===== config.mk =====
export PLATFORM = sky130hd
export DESIGN_NAME = tetris_input_ctrl
export DESIGN_NICKNAME = d
export VERILOG_FILES = /design/src/rtl/tetris_input_ctrl.sv
export SDC_FILE = /design/constraint.sdc
export NUM_CORES = 1
export LEC_CHECK = 0
export CAP_MARGIN = 15
export CORE_AREA = 4 4 107 109
export DETAILED_ROUTE_END_ITERATION = 16
export DIE_AREA = 0 0 111 113
export SYNTH_ARGS = -nofsm -noshare
export SYNTH_HDL_FRONTEND = slang
export SYNTH_SLANG_ARGS = --single-unit

===== constraint.sdc =====
create_clock -name clk -period 2.2 [get_ports clk]
set_input_delay 0.44 -clock clk [delete_from_list [all_inputs] [get_ports clk]]
set_output_delay 0.44 -clock clk [all_outputs]
set_load 0.02 [all_outputs]

===== src/rtl/tetris_input_ctrl.sv =====
// rtl/tetris_input_ctrl.sv - joystick direction, auto-repeat and button debounce for the Tetris core
// Optional macro INPUT_HYSTERESIS_EN adds a hysteresis band around the direction thresholds.

module tetris_btn_debounce #(
  parameter int DEBOUNCE_CYC = 500_000
) (
  input  logic clk,
  input  logic reset,
  input  logic btn_n,
  output logic pressed
);
  localparam int CW = $clog2(DEBOUNCE_CYC + 1);
  localparam logic [CW-1:0] CNT_LAST = CW'(DEBOUNCE_CYC - 1);

  logic          sync1_q;
  logic          sync2_q;
  logic          db_n_q;
  logic [CW-1:0] cnt_q;

  always_ff @(posedge clk) begin
    if (reset) begin
      sync1_q <= 1'b1;
      sync2_q <= 1'b1;
      db_n_q  <= 1'b1;
      cnt_q   <= '0;
    end else begin
      sync1_q <= btn_n;
      sync2_q <= sync1_q;
      if (sync2_q != db_n_q) begin
        // >= keeps the counter from ever running past its terminal value
        if (cnt_q >= CNT_LAST) begin
          db_n_q <= sync2_q;
          cnt_q  <= '0;
        end else begin
          cnt_q <= cnt_q + CW'(1);
        end
      end else begin
        cnt_q <= '0;
      end
    end
  end

  assign pressed = ~db_n_q;
endmodule

module tetris_input_ctrl #(
  parameter int ADC_W        = 12,
  parameter int LEFT_THRESH  = 1024,
  parameter int RIGHT_THRESH = 3072,
  parameter int DEBOUNCE_CYC = 500_000,
  parameter int DAS_DELAY    = 15_000_000,
  parameter int DAS_RATE     = 5_000_000,
  parameter int HYST         = 128
) (
  input  logic             clk,
  input  logic             reset,
  input  logic [ADC_W-1:0] adc_x,
  input  logic             adc_valid,
  input  logic             btn_rotate_n,
  input  logic             btn_drop_n,
  output logic             move_left,
  output logic             move_right,
  output logic             rotate,
  output logic             move_down,
  output logic [1:0]       dir_state
);
  typedef enum logic [1:0] {DIR_CENTER = 2'd0, DIR_LEFT = 2'd1, DIR_RIGHT = 2'd2} dir_e;
  typedef enum logic [1:0] {ST_IDLE, ST_DELAY, ST_REPEAT} rep_state_e;

`ifdef INPUT_HYSTERESIS_EN
  localparam bit HYST_EN = 1'b1;
`else
  localparam bit HYST_EN = 1'b0;
`endif

  localparam int RCNT_W = 24;
  localparam logic [ADC_W:0]    LT         = (ADC_W+1)'(LEFT_THRESH);
  localparam logic [ADC_W:0]    RT         = (ADC_W+1)'(RIGHT_THRESH);
  localparam logic [ADC_W:0]    LT_EXIT    = (ADC_W+1)'(LEFT_THRESH + HYST);
  localparam logic [ADC_W:0]    RT_EXIT    = (ADC_W+1)'(RIGHT_THRESH - HYST);
  localparam logic [RCNT_W-1:0] DELAY_LAST = RCNT_W'(DAS_DELAY - 1);
  localparam logic [RCNT_W-1:0] RATE_LAST  = RCNT_W'(DAS_RATE - 1);

  dir_e              dir_q, dir_d;
  dir_e              act_q, act_d;
  rep_state_e        state_q, state_d;
  logic [RCNT_W-1:0] rcnt_q, rcnt_d;
  logic              left_q, left_d;
  logic              right_q, right_d;
  logic [ADC_W:0]    adc_ext;
  logic              rot_pressed;
  logic              rot_prev_q;

  assign adc_ext = {1'b0, adc_x};

  always_comb begin
    dir_d = dir_q;
    if (adc_valid) begin
      if (adc_ext < LT)      dir_d = DIR_LEFT;
      else if (adc_ext > RT) dir_d = DIR_RIGHT;
      else                   dir_d = DIR_CENTER;
      // inside the band an active direction is kept rather than re-classified
      if (HYST_EN && dir_q == DIR_LEFT && adc_ext < LT_EXIT)  dir_d = DIR_LEFT;
      if (HYST_EN && dir_q == DIR_RIGHT && adc_ext > RT_EXIT) dir_d = DIR_RIGHT;
    end
  end

  always_comb begin
    state_d = state_q;
    rcnt_d  = rcnt_q;
    act_d   = act_q;
    left_d  = 1'b0;
    right_d = 1'b0;
    if (state_q == ST_IDLE) begin
      if (dir_q != DIR_CENTER) begin
        left_d  = (dir_q == DIR_LEFT);
        right_d = (dir_q == DIR_RIGHT);
        act_d   = dir_q;
        rcnt_d  = '0;
        state_d = ST_DELAY;
      end
    end else if (dir_q == DIR_CENTER) begin
      rcnt_d  = '0;
      state_d = ST_IDLE;
    end else if (dir_q != act_q) begin
      left_d  = (dir_q == DIR_LEFT);
      right_d = (dir_q == DIR_RIGHT);
      act_d   = dir_q;
      rcnt_d  = '0;
      state_d = ST_DELAY;
    end else if ((state_q == ST_DELAY && rcnt_q == DELAY_LAST) ||
                 (state_q == ST_REPEAT && rcnt_q == RATE_LAST)) begin
      left_d  = (act_q == DIR_LEFT);
      right_d = (act_q == DIR_RIGHT);
      rcnt_d  = '0;
      state_d = ST_REPEAT;
    end else if (rcnt_q != {RCNT_W{1'b1}}) begin
      rcnt_d = rcnt_q + RCNT_W'(1);
    end
  end

  always_ff @(posedge clk) begin
    if (reset) begin
      dir_q      <= DIR_CENTER;
      act_q      <= DIR_CENTER;
      state_q    <= ST_IDLE;
      rcnt_q     <= '0;
      left_q     <= 1'b0;
      right_q    <= 1'b0;
      rot_prev_q <= 1'b0;
    end else begin
      dir_q      <= dir_d;
      act_q      <= act_d;
      state_q    <= state_d;
      rcnt_q     <= rcnt_d;
      left_q     <= left_d;
      right_q    <= right_d;
      rot_prev_q <= rot_pressed;
    end
  end

  tetris_btn_debounce #(.DEBOUNCE_CYC(DEBOUNCE_CYC)) u_db_rotate (
    .clk     (clk),
    .reset   (reset),
    .btn_n   (btn_rotate_n),
    .pressed (rot_pressed)
  );

  tetris_btn_debounce #(.DEBOUNCE_CYC(DEBOUNCE_CYC)) u_db_drop (
    .clk     (clk),
    .reset   (reset),
    .btn_n   (btn_drop_n),
    .pressed (move_down)
  );

  assign move_left  = left_q;
  assign move_right = right_q;
  assign rotate     = rot_pressed & ~rot_prev_q;
  assign dir_state  = dir_q;
endmodule

-- Yosys cells after proc, flatten, opt, wreduce, memory -nomap -nowiden
Index checks and enable logic that the tools add are counted.
- register bits: 77
- latch bits: 0
- memory bits (writable): 0
- bits in read-only memories: 0
- input bits: 17
- output and inout port bits: 6
- memories kept: 0
- add/subtract/negate cells: 3
- $mul: 0
- divide/modulo/power cells: 0
- order comparisons: 4
- equal/unequal tests: 14
- shift-type cells: 0
- multiplexer cells: 27
- bitwise operators: 6
- reduce and logical (&&, ||, !) cells: 16
- operator list (cell ; count):
    $mux 24 ; 6
    $add 19x1->19 const B ; 2
    $ge 19x19->1 const B ; 2
    $add 24x1->24 const B ; 1
    $eq 24x23->1 const B ; 1
    $eq 24x24->1 const B ; 1
    $ne 24x24->1 const B ; 1
    $mux 2 ; 11
    $gt 12x12->1 const B ; 1
    $lt 12x11->1 const B ; 1
    $mux 1 ; 10
    $reduce_and 2->1 ; 4
    $eq 2x1->1 const B ; 3
    $eq 2x2->1 const B ; 3
    $reduce_or 3->1 ; 2
    $not 1->1 ; 5
    $reduce_bool 5->1 ; 1
    $logic_not 2->1 ; 2
    $reduce_bool 2->1 ; 2
    $reduce_bool 4->1 ; 1
    $reduce_and 3->1 ; 1
    $logic_and 1x1->1 ; 2
    $ne 1x1->1 ; 2
    $ne 2x1->1 const B ; 1
    other kinds (4) ; 4

-- Longest topological paths before layout
- depth in word-level cells: 7
- gate-level depth with buffers: 9
- depth with buffers taken out: 7

-- Cells and area by module
Synthesis repeated with hierarchy kept, for this count alone.
- cells, all modules: 448
- area, all modules: 3843.7 µm²
- by module, submodules not included (module ; times used ; cells an instance ; area an instance (µm²) ; sequential area each (µm²)):
    tetris_btn_debounce ; 2 ; 109 ; 991.0 ; 440.4
    tetris_input_ctrl ; 1 ; 230 ; 1861.8 ; 660.6

-- Worst setup path after synthesis
OpenSTA, ideal clock, no wires.
- path kind: reg2reg
- from: reg dir_q[1] (netlist: dir_state[1])
- to: reg rcnt_q[14]
- setup time: 72 ps
- data arrival time: 1955 ps
- required time: 2128 ps
- setup slack: 173 ps
- stages on the path, launching flop included: 9
- period minus slack after synthesis: 2027 ps
- cell sequence: dfxtp_1 > clkbuf_1 > xor2_1 > o22ai_1 > nand3_1 > buf_2 > nor3b_2 > nand4_1 > mux2i_1
- cells in the longest elaborated chain, start to end: 4
- elaborated cells on any way between the ends: 9
- ends and longest elaborated chain (item ; line ; text):
    start: declaration ; 84 ; dir_e dir_q, dir_d;
    start signal: assignment ; 152 ; dir_q <= dir_d;
    $ne 2x2->1 ; 125 ; end else if (dir_q != act_q) begin
    $mux 24 ; 125 ;
    $mux 24 ; 122 ; end else if (dir_q == DIR_CENTER) begin
    $mux 24 ; 114 ; if (state_q == ST_IDLE) begin
    end signal: assignment ; 155 ; rcnt_q <= rcnt_d;
    end: declaration ; 87 ; logic [RCNT_W-1:0] rcnt_q, rcnt_d;
Several ways; a longest one is shown, not always the timed one.
A chain may end at the register's enable or synchronous reset.

-- Worst setup path in the final report
- from: reg rcnt_q[7]
- to: reg rcnt_q[22]
- cells in the longest elaborated chain, start to end: 7
- elaborated cells on any way between the ends: 14
- ends and longest elaborated chain (item):
    parallel branches: the longest is 7 deep, another holds $add 24x1->24
Several ways; the timed one is not identified. The select of a mux whose other input is x is not followed.

==> flow_summary.json <==
{
  "clkSlewWorstSetupHoldPaths_ns": 0.09,
  "max_cap_violations": 0,
  "synth_cells": 436,
  "cts_sinks": 77,
  "overflow": 0,
  "cts.path.max_buffers": 2,
  "drtAntennaViolNets": 0,
  "syn_area_mm2": 0.00362,
  "reg2reg_from": "rcnt_q[7]$_SDFFE_PP0P_",
  "min_period_over_period_pct": 96.5,
  "firstDrtPassIters": 4,
  "fin_nets": 507,
  "syn_area_per_cell_um2": 8.30,
  "cp-end-kind": "register",
  "first_iter_violations": 210,
  "htreeDepth": 3,
  "cts-root-buf": "clkbuf_8",
  "setup_viol": 0,
  "ys_ff_latch": 77,
  "die_h_um": 113,
  "outcome": "completed",
  "slowest_delay_ns": 0.55,
  "hp-start": "u_db_rotate.sync1_q$_SDFF_PP1_",
  "io_buffer_count": 22,
  "fmax_ghz": 0.471,
  "hold_path_class": "reg2reg",
  "grt_pass1_vias": 2995,
  "start_util_pct": 34.1,
  "fin_setup_tns_ns": 0,
  "crit_chain": "nand4_4 -> or4_4 -> nor4_2 -> nand3_1 -> or3_1 -> o21ai_2",
  "p_per_area_mw_per_mm2": 605,
  "path_max_fanout": 4,
  "min_path_cells": 1,
  "criticalPathCategory": "reg2reg",
  "synth_cell_types": 54,
  "syn_to_final_growth_pct": 22.7,
  "drc_errors": 0,
  "fin_crit_ns": 2.12,
  "yosysTopAreaCell": "dfxtp_1",
  "antenna_found_initial": 0,
  "maxSlewHeadroom_pct": 67.3,
  "avgRoutedWirePerCell_um": 13.1,
  "reg2regPathDepth": 6,
  "core_area_mm2": 0.0106,
  "timing.hold.ws_ns": 0.414,
  "grtUsageTotal_pct": 13.7,
  "place.gp.congestion": 0.889,
  "synth_edf_count": 0,
  "slew_viol_final": 0,
  "viasPerCell": 5.07,
  "synthTopCellsByArea": "dfxtp_1, nor2_1, xor2_1",
  "rows": 38,
  "worst_pin_slew_ns": 0.489,
  "skew_ns": 0.0145,
  "ys_warn_count": 0,
  "die_width_um": 111,
  "cts_setup_buffers": 0,
  "clk-insertion-delay-late_ns": 0.36,
  "syn_nets": 456,
  "hold_viol": 0,
  "cts_tree": "done",
  "start_kind": "register",
  "critPathRequiredTime_ns": 2.49,
  "grt_max_degree": 21,
  "synth-main-ff-cell": "dfxtp_1",
  "arrival_ns": 2.41,
  "peakVddDrop_v": 0.000292,
  "grt_pass1_wl_mm": 14.3,
  "async_flop_share_pct": 0,
  "slowest_stage": "or4_4",
  "pin_count": 23,
  "layout-drive-gt1-share_pct": 14.4,
  "rsz0062_at_grt": "false",
  "yosysTopAreaCellShare_pct": 42.6,
  "leakagePower_nw": 1.51,
  "cts_buffers": 9,
  "post-dp-hpwl_mm": 6.05,
  "num_vias": 3207,
  "ctsHoldBuffers": 0,
  "diodes": 0,
  "num-fill-cells": 1083,
  "dieArea_mm2": 0.0125,
  "ys_seq_area_share_pct": 42.6,
  "critPathLaunch": "rcnt_q[7]$_SDFFE_PP0P_",
  "drt-total-wl_mm": 8.30
}
-- power by group --
group | leakage, nW | internal (mW) | switching, mW
registers | 0.622 | 1.40 | 0.00689
logic | 0.780 | 0.0626 | 0.0596
clock network | 0.112 | 0.600 | 0.552
-- what timing repair did --
action | in CTS | in global routing
endpoints found under the hold margin | 0 | 0
setup endpoints to repair | 0 | 22
resized for setup | 0 | 7
-- synthesized netlist by cell type (3+ instances only) --
library cell	number
a21oi_1	19
a31oi_1	5
and3_1	10
buf_2	6
clkbuf_1	6
dfxtp_1	77
ha_1	3
inv_1	16
nand2_1	27
nand2b_1	7
nand3_1	32
nand4_1	14
nor2_1	70
nor3_1	19
nor4_1	8
o21ai_0	10
o21ai_1	13
or2_2	6
or3_1	10
xnor2_1	15
xor2_1	22
-- state kept, by name, indices dropped and copies added (netlist names) --
register             cells
u_db_drop.sync2_q        1
u_db_rotate.sync2_q      1
rot_prev_q               1
rcnt_q                  24
u_db_drop.sync1_q        1
u_db_rotate.db_n_q       1
u_db_drop.db_n_q         1
state_q                  2
act_q                    2
dir_state                2
u_db_rotate.cnt_q       19
u_db_rotate.sync1_q      1
move_left                1
move_right               1
u_db_drop.cnt_q         19
-- cell usage in the layout, fill, tap and decap left out, types with 14 or more instances in the layout --
master / instances
nand4_1: 14
inv_1: 16
clkdlybuf4s50_1: 22
nor2_1: 69
a21oi_1: 19
nand2_1: 26
xor2_1: 22
buf_4: 31
dfxtp_1: 77
xnor2_1: 15
nor3_1: 19
nand3_1: 31
-- worst paths after layout --
check                           slack, ns                              to
worst min-delay path                 0.41  u_db_rotate.sync2_q$_SDFF_PP1_
worst min register to register       0.41  u_db_rotate.sync2_q$_SDFF_PP1_
worst max register to register       0.08         rcnt_q[22]$_SDFFE_PP0P_
worst max-delay path                 0.08         rcnt_q[22]$_SDFFE_PP0P_
-- routing by layer --
metal	track usage (%)	vias up	part of all wire [%]
li1	-	1643	-
met3	3.37	11	4.8
met5	0	-	0
met2	22.7	67	48
met4	5.34	0	1.5
met1	17.4	1486	46
-- worst max-delay path, delay by kind of cell (launching register included) --
family,cells,cell delay [ns]
compound gates,1,0.06
flops,1,0.45
simple gates,5,1.54
-- stage by stage --
step                      area [µm²]  cells  total power, mW  util (%)  setup slack [ns]
final                           4440    632             2.68      41.8            0.0762
after global routing            4440    632             2.80      41.8           0.00154
after CTS                       4410    632             2.73      41.6            0.0154
after detailed placement        4190    616             1.56      39.5           -0.0926
after global placement          4190    616             1.56      39.5           -0.0308
after floorplan                 3620    436             1.50         -             0.173
-- area by class of cell --
class | count | area, µm² | share of cell area [%]
timing repair buffer | 54 | 464 | 10.5
inverter | 16 | 60.1 | 1.35
tap | 140 | 175 | 3.95
sequential | 77 | 1540 | 34.7
multi-input combinational | 329 | 1980 | 44.6
clock buffer | 11 | 151 | 3.41
clock inverter | 5 | 67.6 | 1.52
-- cell families after synthesis --
group,Yosys count,synth area share [%]
fa+ha+maj,3,1.04
buf+inv,30,3.42
compound gates,66,11.3
flops,77,42.6
xor+xnor,37,8.96
simple gates,221,32.1
mux,2,0.553
Power figures use the tool's default switching activity.
